==> config.mk <==
export PLATFORM = sky130hd
export DESIGN_NAME = tmod_cmd_slave
export DESIGN_NICKNAME = d
export VERILOG_FILES = /design/src/rtl/tmod_cmd_slave.sv
export SDC_FILE = /design/constraint.sdc
export NUM_CORES = 1
export LEC_CHECK = 0
export CORE_MARGIN = 5
export CORE_UTILIZATION = 49
export DETAILED_ROUTE_END_ITERATION = 10
export PLACE_DENSITY = 0.69
export REMOVE_ABC_BUFFERS = 1
export SYNTH_ARGS = -nofsm -noshare
export SYNTH_HDL_FRONTEND = slang
export SYNTH_SLANG_ARGS = --single-unit
==> constraint.sdc <==
create_clock -name clk -period 2.2 [get_ports clk]
set_clock_uncertainty 0.05 [all_clocks]
set_input_delay 0.55 -clock clk [delete_from_list [all_inputs] [get_ports clk]]
set_output_delay 0.55 -clock clk [all_outputs]
set_load 0.02 [all_outputs]
==> src/rtl/tmod_cmd_slave.sv <==
// ============================================================================
// Module   : tmod_cmd_slave
// Brief    : Command-side slave of the temperature monitor bus. Tracks the
//            current/min/max sample, threshold alarms, and answers 4-bit
//            op / 8-bit operand commands with a registered status and result.
// Options  : TMOD_AVG_EN builds the 8-sample running average (op 7).
// Revision : 1.0 - initial release
// ============================================================================
`default_nettype none

module tmod_cmd_slave (
    input  logic       clk,
    input  logic       reset,
    input  logic [3:0] op,
    input  logic [7:0] opnd,
    input  logic [7:0] temp_in,
    input  logic       temp_strobe,
    output logic [1:0] status,
    output logic       valid,
    output logic       ready,
    output logic [7:0] data_out,
    output logic       alarm_hi,
    output logic       alarm_lo
);

    localparam logic [1:0] c_ST_OK     = 2'b00;
    localparam logic [1:0] c_ST_BADOP  = 2'b01;
    localparam logic [1:0] c_ST_RANGE  = 2'b10;
    localparam logic [1:0] c_ST_NODATA = 2'b11;

    localparam logic [3:0] c_OP_NOP      = 4'd0;
    localparam logic [3:0] c_OP_SET_HI   = 4'd1;
    localparam logic [3:0] c_OP_SET_LO   = 4'd2;
    localparam logic [3:0] c_OP_READ_CUR = 4'd3;
    localparam logic [3:0] c_OP_READ_MAX = 4'd4;
    localparam logic [3:0] c_OP_READ_MIN = 4'd5;
    localparam logic [3:0] c_OP_CLR      = 4'd6;
`ifdef TMOD_AVG_EN
    localparam logic [3:0] c_OP_READ_AVG = 4'd7;
`endif

    typedef enum logic [1:0] {
        IDLE = 2'd0,
        EXEC = 2'd1,
        RESP = 2'd2
    } state_t;

    state_t     state_q, state_d;
    logic [3:0] op_q, op_d;
    logic [7:0] opnd_q, opnd_d;
    logic [1:0] status_q, status_d;
    logic [7:0] data_q, data_d;
    logic [7:0] hi_thr_q, hi_thr_d;
    logic [7:0] lo_thr_q, lo_thr_d;
    logic       thr_wr_q, thr_wr_d;
    logic [7:0] cur_q, cur_d;
    logic [7:0] max_q, max_d;
    logic [7:0] min_q, min_d;
    logic       have_data_q, have_data_d;
    logic       alarm_hi_q, alarm_hi_d;
    logic       alarm_lo_q, alarm_lo_d;
    logic       w_clr;

`ifdef TMOD_AVG_EN
    logic [7:0]  hist_q [8];
    logic [7:0]  hist_d [8];
    logic [10:0] sum_q, sum_d;
    logic [3:0]  fill_q, fill_d;
`endif

    // Command FSM: accept in IDLE, execute and register the response in EXEC.
    always_comb begin
        state_d  = state_q;
        op_d     = op_q;
        opnd_d   = opnd_q;
        status_d = status_q;
        data_d   = data_q;
        hi_thr_d = hi_thr_q;
        lo_thr_d = lo_thr_q;
        thr_wr_d = 1'b0;
        w_clr    = 1'b0;
        case (state_q)
            IDLE: begin
                if (op != c_OP_NOP) begin
                    op_d    = op;
                    opnd_d  = opnd;
                    state_d = EXEC;
                end
            end
            EXEC: begin
                state_d  = RESP;
                status_d = c_ST_OK;
                data_d   = 8'h00;
                case (op_q)
                    c_OP_SET_HI: begin
                        if (opnd_q < lo_thr_q) begin
                            status_d = c_ST_RANGE;
                        end else begin
                            hi_thr_d = opnd_q;
                            thr_wr_d = 1'b1;
                        end
                    end
                    c_OP_SET_LO: begin
                        if (opnd_q > hi_thr_q) begin
                            status_d = c_ST_RANGE;
                        end else begin
                            lo_thr_d = opnd_q;
                            thr_wr_d = 1'b1;
                        end
                    end
                    c_OP_READ_CUR, c_OP_READ_MAX, c_OP_READ_MIN: begin
                        if (!have_data_q) begin
                            status_d = c_ST_NODATA;
                        end else if (op_q == c_OP_READ_CUR) begin
                            data_d = cur_q;
                        end else if (op_q == c_OP_READ_MAX) begin
                            data_d = max_q;
                        end else begin
                            data_d = min_q;
                        end
                    end
                    c_OP_CLR: begin
                        w_clr = 1'b1;
                    end
`ifdef TMOD_AVG_EN
                    c_OP_READ_AVG: begin
                        if (fill_q != 4'd8) begin
                            status_d = c_ST_NODATA;
                        end else begin
                            data_d = sum_q[10:3];
                        end
                    end
`endif
                    default: begin
                        status_d = c_ST_BADOP;
                    end
                endcase
            end
            RESP: begin
                state_d = IDLE;
            end
            default: begin
                state_d = IDLE;
            end
        endcase
    end

    // Sample path runs every cycle; a coincident clear beats the strobe
    // for the statistics but not for the current sample.
    always_comb begin
        cur_d       = cur_q;
        max_d       = max_q;
        min_d       = min_q;
        have_data_d = have_data_q;
        if (temp_strobe) begin
            cur_d = temp_in;
        end
        if (w_clr) begin
            max_d       = 8'h00;
            min_d       = 8'hFF;
            have_data_d = 1'b0;
        end else if (temp_strobe) begin
            max_d       = (temp_in > max_q) ? temp_in : max_q;
            min_d       = (temp_in < min_q) ? temp_in : min_q;
            have_data_d = 1'b1;
        end
    end

    always_comb begin
        alarm_hi_d = alarm_hi_q;
        alarm_lo_d = alarm_lo_q;
        if (w_clr) begin
            alarm_hi_d = 1'b0;
            alarm_lo_d = 1'b0;
        end else if (temp_strobe) begin
            alarm_hi_d = (temp_in > hi_thr_q);
            alarm_lo_d = (temp_in < lo_thr_q);
        end else if (thr_wr_q && have_data_q) begin
            alarm_hi_d = (cur_q > hi_thr_q);
            alarm_lo_d = (cur_q < lo_thr_q);
        end else if (!have_data_q) begin
            alarm_hi_d = 1'b0;
            alarm_lo_d = 1'b0;
        end
    end

`ifdef TMOD_AVG_EN
    // Running sum tracks the eight history slots; empty slots hold zero.
    always_comb begin
        for (int i = 0; i < 8; i++) begin
            hist_d[i] = hist_q[i];
        end
        sum_d  = sum_q;
        fill_d = fill_q;
        if (w_clr) begin
            for (int i = 0; i < 8; i++) begin
                hist_d[i] = 8'h00;
            end
            sum_d  = 11'd0;
            fill_d = 4'd0;
        end else if (temp_strobe) begin
            hist_d[0] = temp_in;
            for (int i = 1; i < 8; i++) begin
                hist_d[i] = hist_q[i-1];
            end
            sum_d  = sum_q + {3'b000, temp_in} - {3'b000, hist_q[7]};
            fill_d = (fill_q == 4'd8) ? fill_q : fill_q + 4'd1;
        end
    end

    always_ff @(posedge clk) begin
        if (reset) begin
            for (int i = 0; i < 8; i++) begin
                hist_q[i] <= 8'h00;
            end
            sum_q  <= 11'd0;
            fill_q <= 4'd0;
        end else begin
            for (int i = 0; i < 8; i++) begin
                hist_q[i] <= hist_d[i];
            end
            sum_q  <= sum_d;
            fill_q <= fill_d;
        end
    end
`endif

    always_ff @(posedge clk) begin
        if (reset) begin
            state_q     <= IDLE;
            op_q        <= 4'd0;
            opnd_q      <= 8'h00;
            status_q    <= c_ST_OK;
            data_q      <= 8'h00;
            hi_thr_q    <= 8'hFF;
            lo_thr_q    <= 8'h00;
            thr_wr_q    <= 1'b0;
            cur_q       <= 8'h00;
            max_q       <= 8'h00;
            min_q       <= 8'hFF;
            have_data_q <= 1'b0;
            alarm_hi_q  <= 1'b0;
            alarm_lo_q  <= 1'b0;
        end else begin
            state_q     <= state_d;
            op_q        <= op_d;
            opnd_q      <= opnd_d;
            status_q    <= status_d;
            data_q      <= data_d;
            hi_thr_q    <= hi_thr_d;
            lo_thr_q    <= lo_thr_d;
            thr_wr_q    <= thr_wr_d;
            cur_q       <= cur_d;
            max_q       <= max_d;
            min_q       <= min_d;
            have_data_q <= have_data_d;
            alarm_hi_q  <= alarm_hi_d;
            alarm_lo_q  <= alarm_lo_d;
        end
    end

    assign ready    = (state_q == IDLE);
    assign valid    = (state_q == RESP);
    assign status   = status_q;
    assign data_out = data_q;
    assign alarm_hi = alarm_hi_q;
    assign alarm_lo = alarm_lo_q;

endmodule

`default_nettype wire
==> metrics, run 1 <==
status=complete, no violations; crit-path cells=clkdlybuf4s50_1, buf_4, ha_1, nand4_1, o21ai_0, a31o_2, o21ai_0, a21oi_2; post-synthesis average cell area=8.579 um2; switching share of power=0.3064; synthesized area=approximately 0.0042 mm2; fin crit share=0.9960; buffer depth of the longest clock path=2; FF-to-FF Start=hi_thr_q[5]$_SDFFE_PP1P_; # IOs=37; routability congestion estimate=between 0.8 and 0.9; Peak Freq=approximately 460 MHz; Routed WL=approximately 12000 um; Worst Path Arrival=2380 ps; RSZ-0062 raised after global routing=false; CTS root buf=clkbuf_8; Fill cells=between 700 and 800; CTS tree=yes; Post-CTS Hold Buffers=0; Hold Path Class=register to register; gr usage total=0.2264; delay-heaviest family, CP=compound AO/OA/AOI/OAI gates; IO buf count=36; R2R depth=8; Final Non-Filler Cells=~680; Via density=a little under 6; Pwr Density=around 690 mW/mm2; Inserted Clock Buffers=9; Async S/R FF share, synth=0; setup TNS=0 ps; CTS sink count=68; Critical R2R Capture=lo_thr_q[2]$_SDFFE_PP0P_; pre-CTS setup slack=-410.1 ps; Overflow after GRT=0; CP startpoint kind=input port; kind of critical path=input port to register; vias in the first global route=roughly 3800; hold path cells=2; Util after Layout=0.6175; Leak=~2.3 nW; CP dominant cell by count=o21ai_0; P_int=roughly 0.0025 W; pin slew with the least headroom to its limit=~440 ps; fin. max-slew vios=0; dpl cells=655; CTS H-tree depth=3; CTS clk-pin slew, worst paths=80 ps; vias post-DR=3919; Max-slew headroom=0.7078; drt drc=0; Final Hold Slack=around 400 ps; Distinct cells, synth=54; register area share after synthesis=0.3206; die area=around 0.011 mm2; CP Capture Type=register; post-synth top area share=0.3206; Global Route met3 Usage=0.02706; clock power share=0.354; crit-path max FO=8; worst vdd ir=389.1 uV; first-pass GRT wire length=18730 um; ANT nets after route=0; met1 Use GR=0.3135; Ys Warns=0; Rows=34; share of layout cells above drive strength 1=0.1481; hold endpoint=lo_thr_q[6]$_SDFFE_PP0P_; CP peak stage delay=~490 ps; Final Hold Viols=0; PnR worst setup slack=a little under 9 ps; synth-to-layout area growth=24.96%; most area-hungry cell type in the Yosys netlist=dfxtp_1; dpl hpwl=slightly below 9000 um; maxcap violations=0; initial antenna violation count=0; drt wl/cell=between 15 and 20 um; Post-Synthesis Cells=495; Pre-Repair DR Iteration Count=5; Sequential Power Share=0.396; Die Width=103.1 um; Iteration-0 DRC Markers=193; FF+latch count, synth=slightly below 70; Post-synth EDFFs=0; Synth area leaders=dfxtp_1 (32%), ha_1 (18%), mux2i_1 (8.2%); Slowest cell on crit path=clkdlybuf4s50_1; Final #Nets=roughly 650; Skew-Pair Late Insertion Delay=roughly 350 ps; NetSw=approximately 0.0011 W; CP required=2390 ps; Setup Viol. Count Final=0; hold_sp=lo_thr_q[6]$_SDFFE_PP0P_; Main synth FF type=dfxtp_1; core box area=~0.0086 mm2; Reg2Reg Setup Slack=about 140 ps; GR peak layer=met2; part of the power in combinational logic=0.250; initial core utilization=0.4942; Tmin final=about 2200 ps; # diodes=0; global routing usage on met2=0.3616; chip height=approximately 100 um; largest net degree at the start of global routing=23; crit path buf inv count=2
-- how the worst max path moves through the flow --
stage                        startpoint  depth (start not counted)                        to
2_1_floorplan  hi_thr_q[1]$_SDFFE_PP1P_                          7  lo_thr_q[0]$_SDFFE_PP0P_
3_3_place_gp                 temp_in[5]                          7     min_q[7]$_SDFFE_PP1P_
3_5_place_dp                 temp_in[5]                          7     min_q[4]$_SDFFE_PP1P_
4_1_cts                      temp_in[6]                          8     min_q[4]$_SDFFE_PP1P_
5_1_grt          opnd_q[0]$_SDFFE_PP0P_                          8  lo_thr_q[3]$_SDFFE_PP0P_
6_report                     temp_in[2]                          8     max_q[0]$_SDFFE_PP0P_
-- metrics by stage --
step,total power [W],cell area [um2]
detailed placement,0.002338,4940
finish,0.003641,5306
floorplan,0.001984,4150
global route,0.003829,5306
global placement,0.002303,4940
CTS,0.003634,5196
-- cell usage in the layout (no fill, tap or decap), types with 7 or more instances in the layout --
cell              n
a211oi_1         12
a21oi_1          33
buf_4            38
clkbuf_8         10
clkdlybuf4s50_1  31
dfxtp_1          66
ha_1             55
inv_1            36
mux2i_1          35
nand2_1          28
nand3_1          38
nand4_1           7
nor2_1           51
nor2b_1          10
o211ai_1         12
o21ai_0          19
o21ai_1           9
-- kinds of logic (layout without fill, tap and decap cells) --
group | after synthesis | count (layout) | share of synthesized area
AOI/OAI and AO/OA | 116 | 116 | 0.1786
adders and majority gates | 61 | 61 | 0.1791
and+or+nand+nor | 157 | 157 | 0.1830
muxes | 35 | 35 | 0.08250
buffers and inverters | 58 | 130 | 0.05627
DFF | 68 | 68 | 0.3206
-- area by class of cell --
type | count | area (um2) | area share
clock buffers | 10 | 137.6 | 0.02594
well taps | 108 | 135.1 | 0.02547
multi-input cells | 369 | 2736 | 0.5157
flip-flops and latches | 68 | 1364 | 0.2570
repair buffers | 76 | 679.4 | 0.1280
inverters | 38 | 142.6 | 0.02688
clock inverters | 6 | 111.4 | 0.02099
-- sequential cells by signal, indices dropped and copies added (netlist names), 2 cells and up --
name,flops
cur_q,8
data_out,8
hi_thr_q,8
lo_thr_q,8
max_q,8
min_q,8
opnd_q,8
op_q,4
state_q,2
status,2
-- worst min-delay path, stage by stage, from the launching register on --
cell and delay [ps]:
dfxtp_1 310, nand2_1 50, mux2i_1 50
-- Yosys cell counts, drive strengths merged (3+ instances only) --
library cell and count:
nor2b 10, o21a 3, nand2b 4, buf 10
mux2i 35, nand4 7, nand2 29, nor2 52
a21oi 36, a21o 3, ha 60, dfxtp 68
o21ai 28, o211ai 13, a211oi 13, nor4b 3
a31oi 3, inv 37, nand3 38, clkbuf 10
-- metal layers --
metal	routed length, um	share of wire
met2	5361	0.46
met3	576	0.050
met5	0	0
met4	217	0.019
met1	5417	0.47
-- power groups by stage --
stage          Combinational, W  Clock, W  Sequential, W
6_report               0.000910   0.00129        0.00144
5_1_grt                 0.00101   0.00136        0.00146
2_1_floorplan          0.000556         0        0.00143
3_3_place_gp           0.000842         0        0.00146
3_5_place_dp           0.000873         0        0.00146
4_1_cts                0.000888   0.00131        0.00144
-- repair_timing --
| item | 4_1_cts | 5_1_grt |
|---|---|---|
| gates resized for setup | 3 | 20 |
| buffers inserted | 0 | 3 |
| endpoints found under the setup margin | 16 | 29 |
| cloned | 0 | 1 |
| pin swaps | 0 | 10 |
Note: power is estimated with default switching activity, not from simulation.
==> run 2: changes to the inputs <==
--- a/config.mk
+++ b/config.mk
@@ -10,6 +10,7 @@
 export DETAILED_ROUTE_END_ITERATION = 10
 export PLACE_DENSITY = 0.69
 export REMOVE_ABC_BUFFERS = 1
+export SLEW_MARGIN = 20
 export SYNTH_ARGS = -nofsm -noshare
 export SYNTH_HDL_FRONTEND = slang
 export SYNTH_SLANG_ARGS = --single-unit
==> results of run 2 <==
Final layout, timing and power as in run 1 (identical DEF).
